--- config.mk ---
export PLATFORM = sky130hd
export DESIGN_NAME = tick_monitor
export DESIGN_NICKNAME = d
export VERILOG_FILES = /design/src/rtl/tick_monitor_pkg.sv /design/src/rtl/tick_monitor_sync_edge.sv /design/src/rtl/tick_monitor.sv
export SDC_FILE = /design/constraint.sdc
export NUM_CORES = 1
export LEC_CHECK = 0
export BUFFER_PORTS_ARGS = -buffer_cell sky130_fd_sc_hd__buf_4
export CAP_MARGIN = 10
export CORE_MARGIN = 2
export CORE_UTILIZATION = 35
export CTS_CLUSTER_DIAMETER = 50
export DETAILED_ROUTE_END_ITERATION = 10
export PLACE_DENSITY = 0.62
export SLEW_MARGIN = 5
export SYNTH_ARGS = -nofsm -noshare
export SYNTH_HDL_FRONTEND = slang
export SYNTH_SLANG_ARGS = --single-unit
--- constraint.sdc ---
create_clock -name clkd -period 1.95 [get_ports clkd]
set_clock_uncertainty 0.1 [all_clocks]
set_input_delay 0 -clock clkd [delete_from_list [all_inputs] [get_ports clkd]]
set_output_delay 0 -clock clkd [all_outputs]
set_load 0.02 [all_outputs]
--- src/rtl/tick_monitor_pkg.sv ---
// Shared types and limit calculation for the slow-clock tick monitor.
package tick_monitor_pkg;

    typedef enum logic [1:0] {
        IDLE    = 2'd0,
        MEASURE = 2'd1,
        LOCKED  = 2'd2
    } state_t;

    typedef struct packed {
        logic [31:0] lo;
        logic [31:0] hi;
        logic [31:0] tmo;
    } limits_t;

    // Acceptance window and timeout, in fast-clock cycles, using integer division.
    function automatic limits_t calc_limits(input int freq_in, input int freq_exp, input int tol_pct);
        limits_t lim;
        int      exp_cnt;
        int      dev;
        exp_cnt = freq_in / freq_exp;
        dev     = exp_cnt * tol_pct / 100;
        lim.lo  = 32'(exp_cnt - dev);
        lim.hi  = 32'(exp_cnt + dev);
        lim.tmo = 32'(2 * exp_cnt);
        return lim;
    endfunction

endpackage

--- src/rtl/tick_monitor_sync_edge.sv ---
// Three-flop synchronizer with rising-edge detect; also used for buttons.
module sync_edge (
    input  logic clk,
    input  logic rst_n,
    input  logic din,
    output logic level,
    output logic rise
);

    logic s1;
    logic s2;
    logic s3;

    // Shift the asynchronous input through the synchronizer chain.
    always_ff @(posedge clk) begin
        if (!rst_n) begin
            s1 <= 1'b0;
            s2 <= 1'b0;
            s3 <= 1'b0;
        end else begin
            s1 <= din;
            s2 <= s1;
            s3 <= s2;
        end
    end

    assign level = s2;
    assign rise  = s2 & ~s3;

endmodule

--- src/rtl/tick_monitor.sv ---
// Tick monitor: turns a slow divided clock into one-cycle tick enables on
// clkd, measures its period and flags out-of-tolerance or stuck input.
// Optional duty-cycle check enabled by defining TICK_MONITOR_DUTY_CHECK_EN.
module tick_monitor
    import tick_monitor_pkg::*;
#(
    parameter int FREQ_IN  = 50000000,
    parameter int FREQ_EXP = 5,
    parameter int TOL_PCT  = 10,
    parameter int CNT_W    = 25
) (
    input  logic             clkd,
    input  logic             rst_n,
    input  logic             clk_slow,
    output logic             tick,
    output logic [CNT_W-1:0] period,
    output logic             period_valid,
    output logic             locked,
    output logic             fault
`ifdef TICK_MONITOR_DUTY_CHECK_EN
    ,
    output logic [CNT_W-1:0] high_time
`endif
);

    localparam limits_t          LIM = calc_limits(FREQ_IN, FREQ_EXP, TOL_PCT);
    localparam logic [CNT_W-1:0] LO  = CNT_W'(LIM.lo);
    localparam logic [CNT_W-1:0] HI  = CNT_W'(LIM.hi);
    localparam logic [CNT_W-1:0] TMO = CNT_W'(LIM.tmo);

    state_t           state;
    state_t           next_state;
    logic             rise;
    logic [CNT_W-1:0] cnt;
    logic [1:0]       good_cnt;
    logic             in_range;
    logic             period_ok;
    logic             timeout;
    logic             report;
    logic             judge_bad;
    logic             do_lock;

`ifdef TICK_MONITOR_DUTY_CHECK_EN
    localparam int DW = CNT_W + 8;

    logic             level;
    logic [CNT_W-1:0] high_cnt;
    logic [DW-1:0]    high_scaled;
    logic [DW-1:0]    duty_lo;
    logic [DW-1:0]    duty_hi;
    logic             duty_ok;
`else
    logic             level_unused;
`endif

    sync_edge u_sync (
        .clk   (clkd),
        .rst_n (rst_n),
        .din   (clk_slow),
`ifdef TICK_MONITOR_DUTY_CHECK_EN
        .level (level),
`else
        .level (level_unused),
`endif
        .rise  (rise)
    );

    // Cycles since the last rise; restarts at 1 on a rise and parks at the timeout value.
    always_ff @(posedge clkd) begin
        if (!rst_n) begin
            cnt <= '0;
        end else if (rise) begin
            cnt <= CNT_W'(1);
        end else if (cnt != TMO) begin
            cnt <= cnt + CNT_W'(1);
        end
    end

`ifdef TICK_MONITOR_DUTY_CHECK_EN
    // High-phase length of the current slow period; the rise cycle itself counts as high.
    always_ff @(posedge clkd) begin
        if (!rst_n) begin
            high_cnt <= '0;
        end else if (rise) begin
            high_cnt <= CNT_W'(1);
        end else if (level && (high_cnt != TMO)) begin
            high_cnt <= high_cnt + CNT_W'(1);
        end
    end

    // Duty window period/2 +/- tolerance, compared as 200*high against period*(100 +/- tol).
    always_comb begin
        high_scaled = DW'(high_cnt) * DW'(200);
        duty_lo     = DW'(cnt) * DW'(100 - TOL_PCT);
        duty_hi     = DW'(cnt) * DW'(100 + TOL_PCT);
        duty_ok     = (high_scaled >= duty_lo) && (high_scaled <= duty_hi);
    end
`endif

    // FSM state register.
    always_ff @(posedge clkd) begin
        if (!rst_n) begin
            state <= IDLE;
        end else begin
            state <= next_state;
        end
    end

    // FSM next-state logic; a rise takes priority over a simultaneous timeout.
    always_comb begin
        next_state = state;
        case (state)
            IDLE: begin
                if (rise) begin
                    next_state = MEASURE;
                end
            end
            MEASURE: begin
                if (rise) begin
                    if (period_ok && (good_cnt == 2'd1)) begin
                        next_state = LOCKED;
                    end
                end else if (timeout) begin
                    next_state = IDLE;
                end
            end
            LOCKED: begin
                if (rise) begin
                    if (!period_ok) begin
                        next_state = MEASURE;
                    end
                end else if (timeout) begin
                    next_state = IDLE;
                end
            end
            default: next_state = IDLE;
        endcase
    end

    // FSM output decode: which measurement events happen this cycle.
    always_comb begin
        in_range = (cnt >= LO) && (cnt <= HI);
`ifdef TICK_MONITOR_DUTY_CHECK_EN
        period_ok = in_range && duty_ok;
`else
        period_ok = in_range;
`endif
        timeout   = (cnt == TMO) && !rise && (state != IDLE);
        report    = rise && (state != IDLE);
        judge_bad = report && !period_ok;
        do_lock   = report && period_ok && (state == MEASURE) && (good_cnt == 2'd1);
    end

    // Registered outputs and good-period bookkeeping driven by the decoded events.
    always_ff @(posedge clkd) begin
        if (!rst_n) begin
            tick         <= 1'b0;
            period       <= '0;
            period_valid <= 1'b0;
            locked       <= 1'b0;
            fault        <= 1'b0;
            good_cnt     <= 2'd0;
        end else begin
            tick         <= rise;
            period_valid <= report;
            if (report) begin
                period <= cnt;
            end
            if (judge_bad || timeout) begin
                fault    <= 1'b1;
                locked   <= 1'b0;
                good_cnt <= 2'd0;
            end else if (do_lock) begin
                locked   <= 1'b1;
                good_cnt <= 2'd2;
            end else if (report && period_ok && (good_cnt != 2'd2)) begin
                good_cnt <= good_cnt + 2'd1;
            end
        end
    end

`ifdef TICK_MONITOR_DUTY_CHECK_EN
    // Publish the measured high time alongside each period report.
    always_ff @(posedge clkd) begin
        if (!rst_n) begin
            high_time <= '0;
        end else if (report) begin
            high_time <= high_cnt;
        end
    end
`endif

endmodule

==> results of run 1 <==
[final cells by class]
type,instances,area (µm²),share of cell area [%]
Clock inverter,1,5.00,0.128
Inverter,6,22.5,0.576
Clock buffer,14,173,4.42
Timing Repair Buffer,84,659,16.9
Tap cell,102,128,3.27
Sequential cell,61,1240,31.8
Multi-Input combinational cell,252,1680,43.0
[final timing paths]
check | startpoint | to | slack, ns | cells past startpoint
worst max-delay path | cnt[23]$_SDFFE_PP0P_ | good_cnt[0]$_SDFFE_PP0P_ | -0.06 | 7
worst min register to register | u_sync.s1$_SDFF_PN0_ | u_sync.level$_SDFF_PN0_ | 0.33 | 1
worst max register to register | cnt[23]$_SDFFE_PP0P_ | good_cnt[0]$_SDFFE_PP0P_ | -0.06 | 7
worst min-delay path | clk_slow | u_sync.s1$_SDFF_PN0_ | 0.32 | 3
[logic make-up (layout without fill, tap and decap cells)]
family,count (synthesis),in the layout
AND/OR/NAND/NOR,169,169
AO/OA/AOI/OAI,58,59
XOR/XNOR,18,18
buffers and inverters,28,105
multiplexers,2,2
adder cells (fa/ha/maj),4,4
flip-flops,61,61
[layer usage]
| layer | global-route usage (%) | vias to the layer above |
|---|---|---|
| met5 | 0 | - |
| met4 | 6.28 | 0 |
| met1 | 23.0 | 1238 |
| li1 | - | 1309 |
| met3 | 4.63 | 16 |
| met2 | 28.5 | 66 |
[sequential cells by signal, summed over array words and instances, names as in the netlist]
signal and cells:
cnt 25, fault 1, good_cnt 2, locked 1, period 25, period_valid 1, state 2, tick 1
u_sync.level 1, u_sync.s1 1, u_sync.s3 1
[power groups by stage]
stage	sequential, µW	clock (µW)	combinational (µW)
after global placement	1290	0	102
final	1270	1030	110
after global routing	1270	1110	121
after detailed placement	1290	0	103
after floorplan	1300	0	57.9
after CTS	1270	1060	111
[through the flow]
stage | power (µW) | hold slack, ns | util, % | instance area [µm²]
final | 2410 | 0.319 | 50.0 | 3910
after global routing | 2500 | 0.331 | 50.0 | 3910
after CTS | 2430 | 0.312 | 48.2 | 3760
after detailed placement | 1400 | 0.115 | 44.4 | 3470
after global placement | 1400 | 0.109 | 44.4 | 3470
after floorplan | 1350 | 0.0273 | - | 2860
[cells in the mapped netlist, types with 6 or more instances]
| library cell | n | area [µm²] |
|---|---|---|
| nand3_1 | 9 | 45.0 |
| xnor2_1 | 7 | 61.3 |
| nor3_1 | 9 | 45.0 |
| xor2_1 | 11 | 96.3 |
| inv_1 | 6 | 22.5 |
| dfxtp_1 | 61 | 1220 |
| a21boi_0 | 24 | 180 |
| nand4_1 | 11 | 68.8 |
| clkbuf_1 | 14 | 52.6 |
| nand2_1 | 68 | 255 |
| a21oi_1 | 7 | 35.0 |
| nor2_1 | 35 | 131 |
| buf_2 | 6 | 30.0 |
[worst max-delay path: stages, from the launching register on]
cell and delay [ns]:
dfxtp_4 0.36, or3b_4 0.41, nor4b_4 0.26, a211oi_2 0.10, o21bai_4 0.20, buf_6 0.14, a31o_1 0.18, a211oi_2 0.19
[what timing repair did]
item,in CTS,in global routing
pin swaps,3,17
setup endpoints to repair,7,13
hold buffers,2,0
gates resized for setup,14,31
hold endpoints to repair,3,0
gates cloned,0,1
buffers inserted,3,2
==> impl_metrics.csv, run 1 <==
group,metric,value,unit
run_status,status,"complete, but fails checks",
run_status,violations,"setup timing",
cells_and_area,most-common-layout-cells,"buf_4 (79), nand2_1 (67), dfxtp_1 (51), nor2_1 (33), a21boi_0 (24)",
timing,fmax,0.497,GHz
yosys,synth_cell_types,55,
yosys,synth_top_family_by_area,"simple AND/OR/NAND/NOR gates",
yosys,synthSimpleGateAreaFrac,29.2,%
clocking,tritoncts,"done",
setup_path,path_max_fanout,4,
yosys,synth_compound_area_share,15.9,%
yosys,ys.flop_type,"dfxtp_1",
detailed_routing,wl_met1,3550,µm
placed_design,placed_cells,497,
yosys,synth-adder-area-share,1.75,%
yosys,synth-xor-area-share,5.51,%
job,cap_violations,0,
cells_and_area,area_growth,36.6,%
power,powerDensity,616,nW/µm²
yosys,syn_area,2860,µm²
floorplanning,initial_core_util,36.6,%
floorplanning,die_w,94.4,µm
global_routing,grt_max_degree,38,
timing,setup_viol,4,
detailed_routing,top_layer_used,"met4",
power,p_int,1860,µW
cells_and_area,final_common_cell,"buf_4",
timing,finalCritPeriodShare,103,%
floorplanning,core-area,7810,µm²
setup_path,crit_type,"reg -> reg",
power,p_comb_share,4.6,%
detailed_routing,route.met2.wl,3540,µm
power,p_seq_share,52.6,%
placed_design,gp_congestion,0.884,
yosys,synth-seq-cells,61,
cells_and_area,nFillCells,772,
yosys,synth_mux_area_share,0.744,%
power,p_sw_share,22.7,%
timing,grt_setup_unrepaired,"yes",
setup_path,end_kind,"register",
global_routing,grt_pass1_wl,12200,µm
setup_path,crit_path_start_kind,"register",
power,clock_power_share,42.9,%
detailed_routing,post_drt_via_cell_ratio,5.06,
timing,min_period,2.01,ns
global_routing,antenna_found_initial,0,
clocking,path_clk_slew,0.07,ns
global_routing,grt-ovfl-total,0,
cells_and_area,antenna_cells,0,
timing,hold_viol_final,0,
floorplanning,dieHeight,94.4,µm
detailed_routing,antenna_left,0,
timing,worst_pin_slew,0.413,ns
floorplanning,rows,32,
yosys,synth_edf_count,0,
detailed_routing,first_pass_iters,4,
timing,slew_viol_final,0,
power,p_switching,546,µW
power,leakagePower,0.00152,µW
placed_design,place_ws,-0.101,ns
clocking,clock_sinks,61,
timing,slew_headroom,72.4,%
clocking,clk_root_buffer_cell,"clkbuf_8",
timing,timing.final.ws_setup,-0.0628,ns
yosys,synth_cells,340,
clocking,htreeDepth,3,
clocking,clock_path_buffers,2,
setup_path,worstPathRequired,2.12,ns
timing,fin_setup_tns,-0.136,ns
power,ir_drop,412,µV
detailed_routing,via_count,2629,
clocking,clock_latency,0.34,ns
setup_path,cp.arrival,2.18,ns
cells_and_area,stdcell_count,520,
placed_design,io_buffers,31,
placed_design,place_hpwl,5350,µm
yosys,syn_area_per_cell,8.41,µm²
yosys,async_flop_share,0,%
hold_path,worstHoldPathType,"in -> reg",
floorplanning,dieArea,8910,µm²
detailed_routing,drt_iter0_drc,67,
detailed_routing,wl_per_cell,14.7,µm
global_routing,grt.total_usage,17.7,%
global_routing,grt_pass1_vias,2530,
detailed_routing,remaining_drc_errors,0,
clocking,numCtsBuffers,9,
detailed_routing,totalWireLength,7620,µm
detailed_routing,wl_met3,366,µm
yosys,yosys_warnings,0,
yosys,synth_fp_nets,347,
yosys,seq_area_frac_synth,42.7,%
cells_and_area,drive_gt1_share,33.7,%
cells_and_area,final_nets,421,
floorplanning,io_pins,32,
Power figures use the tool's default switching activity.
==> run 2, diff against run 1 <==
BUFFER_PORTS_ARGS = -buffer_cell sky130_fd_sc_hd__buf_2   (was -buffer_cell sky130_fd_sc_hd__buf_4)
==> run 2 against run 1 <==
Effect of this change: critical path depth unchanged; cell area decreased by 4.7%; the run still ends with setup timing left; combinational power decreased by 9%; global-route usage decreased by 0.92 points; first-iteration DRC count increased by 27%; count of clock-buffer cells in the layout decreased by 2; highest routed layer unchanged.
==> impl_metrics.csv, run 2 (synthesis results as in run 1) <==
group,metric,value,unit
detailed_routing,post_drt_via_cell_ratio,5.02,
power,ir_drop,415,µV
cells_and_area,final_common_cell,"nand2_1",
timing,slew_headroom,59.3,%
timing,fmax,0.497,GHz
clocking,clock_sinks,61,
detailed_routing,antenna_left,0,
clocking,clock_path_buffers,2,
clocking,htreeDepth,3,
floorplanning,dieArea,8910,µm²
floorplanning,rows,32,
global_routing,grt_max_degree,38,
setup_path,cp.arrival,2.19,ns
detailed_routing,wl_per_cell,13.9,µm
clocking,clock_latency,0.34,ns
setup_path,crit_path_start_kind,"register",
power,finalPower,2470,µW
placed_design,placed_cells,491,
cells_and_area,most-common-layout-cells,"nand2_1 (67), dfxtp_1 (55), buf_4 (39), nor2_1 (34), buf_2 (31)",
detailed_routing,remaining_drc_errors,0,
timing,min_period,2.01,ns
cells_and_area,top_regs,"cnt (25), period (25)",
clocking,tritoncts,"done",
timing,timing.final.ws_setup,-0.0624,ns
setup_path,crit_chain,"or3b_4, and2b_2, nand4_1, o211ai_4, buf_6, a31oi_4, nor3_2",
setup_path,end_kind,"register",
cells_and_area,stdcell_count,510,
cells_and_area,area_growth,30.2,%
setup_path,path_max_fanout,5,
power,powerDensity,663,nW/µm²
timing,grt_setup_unrepaired,"yes",
detailed_routing,via_count,2560,
global_routing,grt_pass1_wl,11600,µm
setup_path,path_delay_family,"simple AND/OR/NAND/NOR gates",
floorplanning,dieHeight,94.4,µm
power,p_seq_share,51.4,%
placed_design,place_ws,-0.0388,ns
run_status,status,"complete, but fails checks",
timing,hold_viol_final,0,
power,p_int,1920,µW
placed_design,io_buffers,31,
timing,worst_pin_slew,0.610,ns
global_routing,antenna_found_initial,0,
detailed_routing,drt_iter0_drc,85,
cells_and_area,antenna_cells,0,
floorplanning,io_pins,32,
placed_design,place_hpwl,4880,µm
timing,finalCritPeriodShare,103,%
floorplanning,core-area,7810,µm²
floorplanning,die_w,94.4,µm
detailed_routing,first_pass_iters,4,
setup_path,worstPathRequired,2.13,ns
timing,setup_viol,4,
cells_and_area,final_nets,410,
setup_path,critPathSlowestCell,"or3b_4",
run_status,violations,"setup timing",
power,p_comb_share,4.0,%
cells_and_area,drive_gt1_share,30.6,%
setup_path,cp_num_buf_inv,1,
clocking,clk_root_buffer_cell,"clkbuf_8",
global_routing,grt_pass1_vias,2398,
global_routing,grt-ovfl-total,0,
hold_path,worstHoldPathType,"in -> reg",
floorplanning,initial_core_util,36.6,%
job,cap_violations,0,
power,p_sw_share,22.3,%
placed_design,gp_congestion,0.856,
setup_path,max_stage_delay,0.42,ns
clocking,postCtsSetupRepairBufs,0,
detailed_routing,totalWireLength,7110,µm
timing,slew_viol_final,0,
power,leakagePower,0.00148,µW
power,clock_power_share,44.6,%
setup_path,crit_type,"reg -> reg",
clocking,numCtsBuffers,9,
global_routing,grt.total_usage,16.8,%
clocking,path_clk_slew,0.07,ns
power,p_switching,551,µW
## run 2: changes by cell type in the layout (fill, tap and decap cells not counted), sizes merged
cell and delta:
buf -11, bufinv +1, clkbuf -2, clkinv +1, clkinvlp +1, dlygate4sd3 -1, o21bai +1
## run 2: through the flow
step / util, % / area [µm²] / hold WS, ns / TNS [ns]
after floorplan: - / 2860 / 0.0273 / 0
after global placement: 42.9 / 3350 / 0.106 / -0.0694
after detailed placement: 42.9 / 3350 / 0.111 / -0.0807
after CTS: 46.0 / 3590 / 0.103 / -0.0348
after global routing: 47.7 / 3720 / 0.155 / -0.722
final: 47.7 / 3720 / 0.117 / -0.223
## run 2: worst register-to-register path, delay by kind of cell (launching register included)
family	cells	cell delay, ns
and+or+nand+nor	4	1.02
AOI/OAI and AO/OA	2	0.29
DFF	1	0.37
buffers and inverters	1	0.16
## run 2: layout make-up
type | instances | area, µm²
clock inverters | 4 | 47.5
fillers | 766 | 4080
inverters | 6 | 22.5
clock buffers | 12 | 145
flip-flops and latches | 61 | 1230
repair buffers | 72 | 469
multi-input cells | 253 | 1680
well taps | 102 | 128
## run 2: power groups by stage
stage | sequential, µW | combinational [µW] | clock, µW
finish | 1270 | 99.6 | 1100
global placement | 1300 | 93.1 | 0
global route | 1270 | 111 | 1180
CTS | 1270 | 96.9 | 1140
detailed placement | 1300 | 95.1 | 0
floorplan | 1300 | 57.9 | 0
## run 2: final timing paths
path / startpoint / endpoint / slack [ns] / cells after the start
setup / recovery: cnt[23]$_SDFFE_PP0P_ / locked$_SDFFE_PP0P_ / -0.06 / 7
hold / removal: rst_n / period[15]$_SDFFE_PN0P_ / 0.12 / 2
setup reg to reg: cnt[23]$_SDFFE_PP0P_ / locked$_SDFFE_PP0P_ / -0.06 / 7
hold reg to reg: u_sync.s1$_SDFF_PN0_ / u_sync.level$_SDFF_PN0_ / 0.33 / 1
## run 2: timing repair
action / in CTS / in global routing
pin swaps: 5 / 11
gates cloned: 1 / 1
hold buffers: 1 / 0
setup endpoints to repair: 5 / 12
resized for setup: 7 / 23
hold endpoints to repair: 1 / 0
## run 2: layer usage
metal / share of wire (%) / vias to the layer above / track usage (%) / wire length [µm]
met3: 3.7 / 17 / 3.67 / 261
met1: 48 / 1184 / 21.9 / 3400
met5: 0 / - / 0 / 0
met4: 2.8 / 0 / 7.97 / 200
li1: - / 1301 / - / -
met2: 46 / 58 / 26.5 / 3250
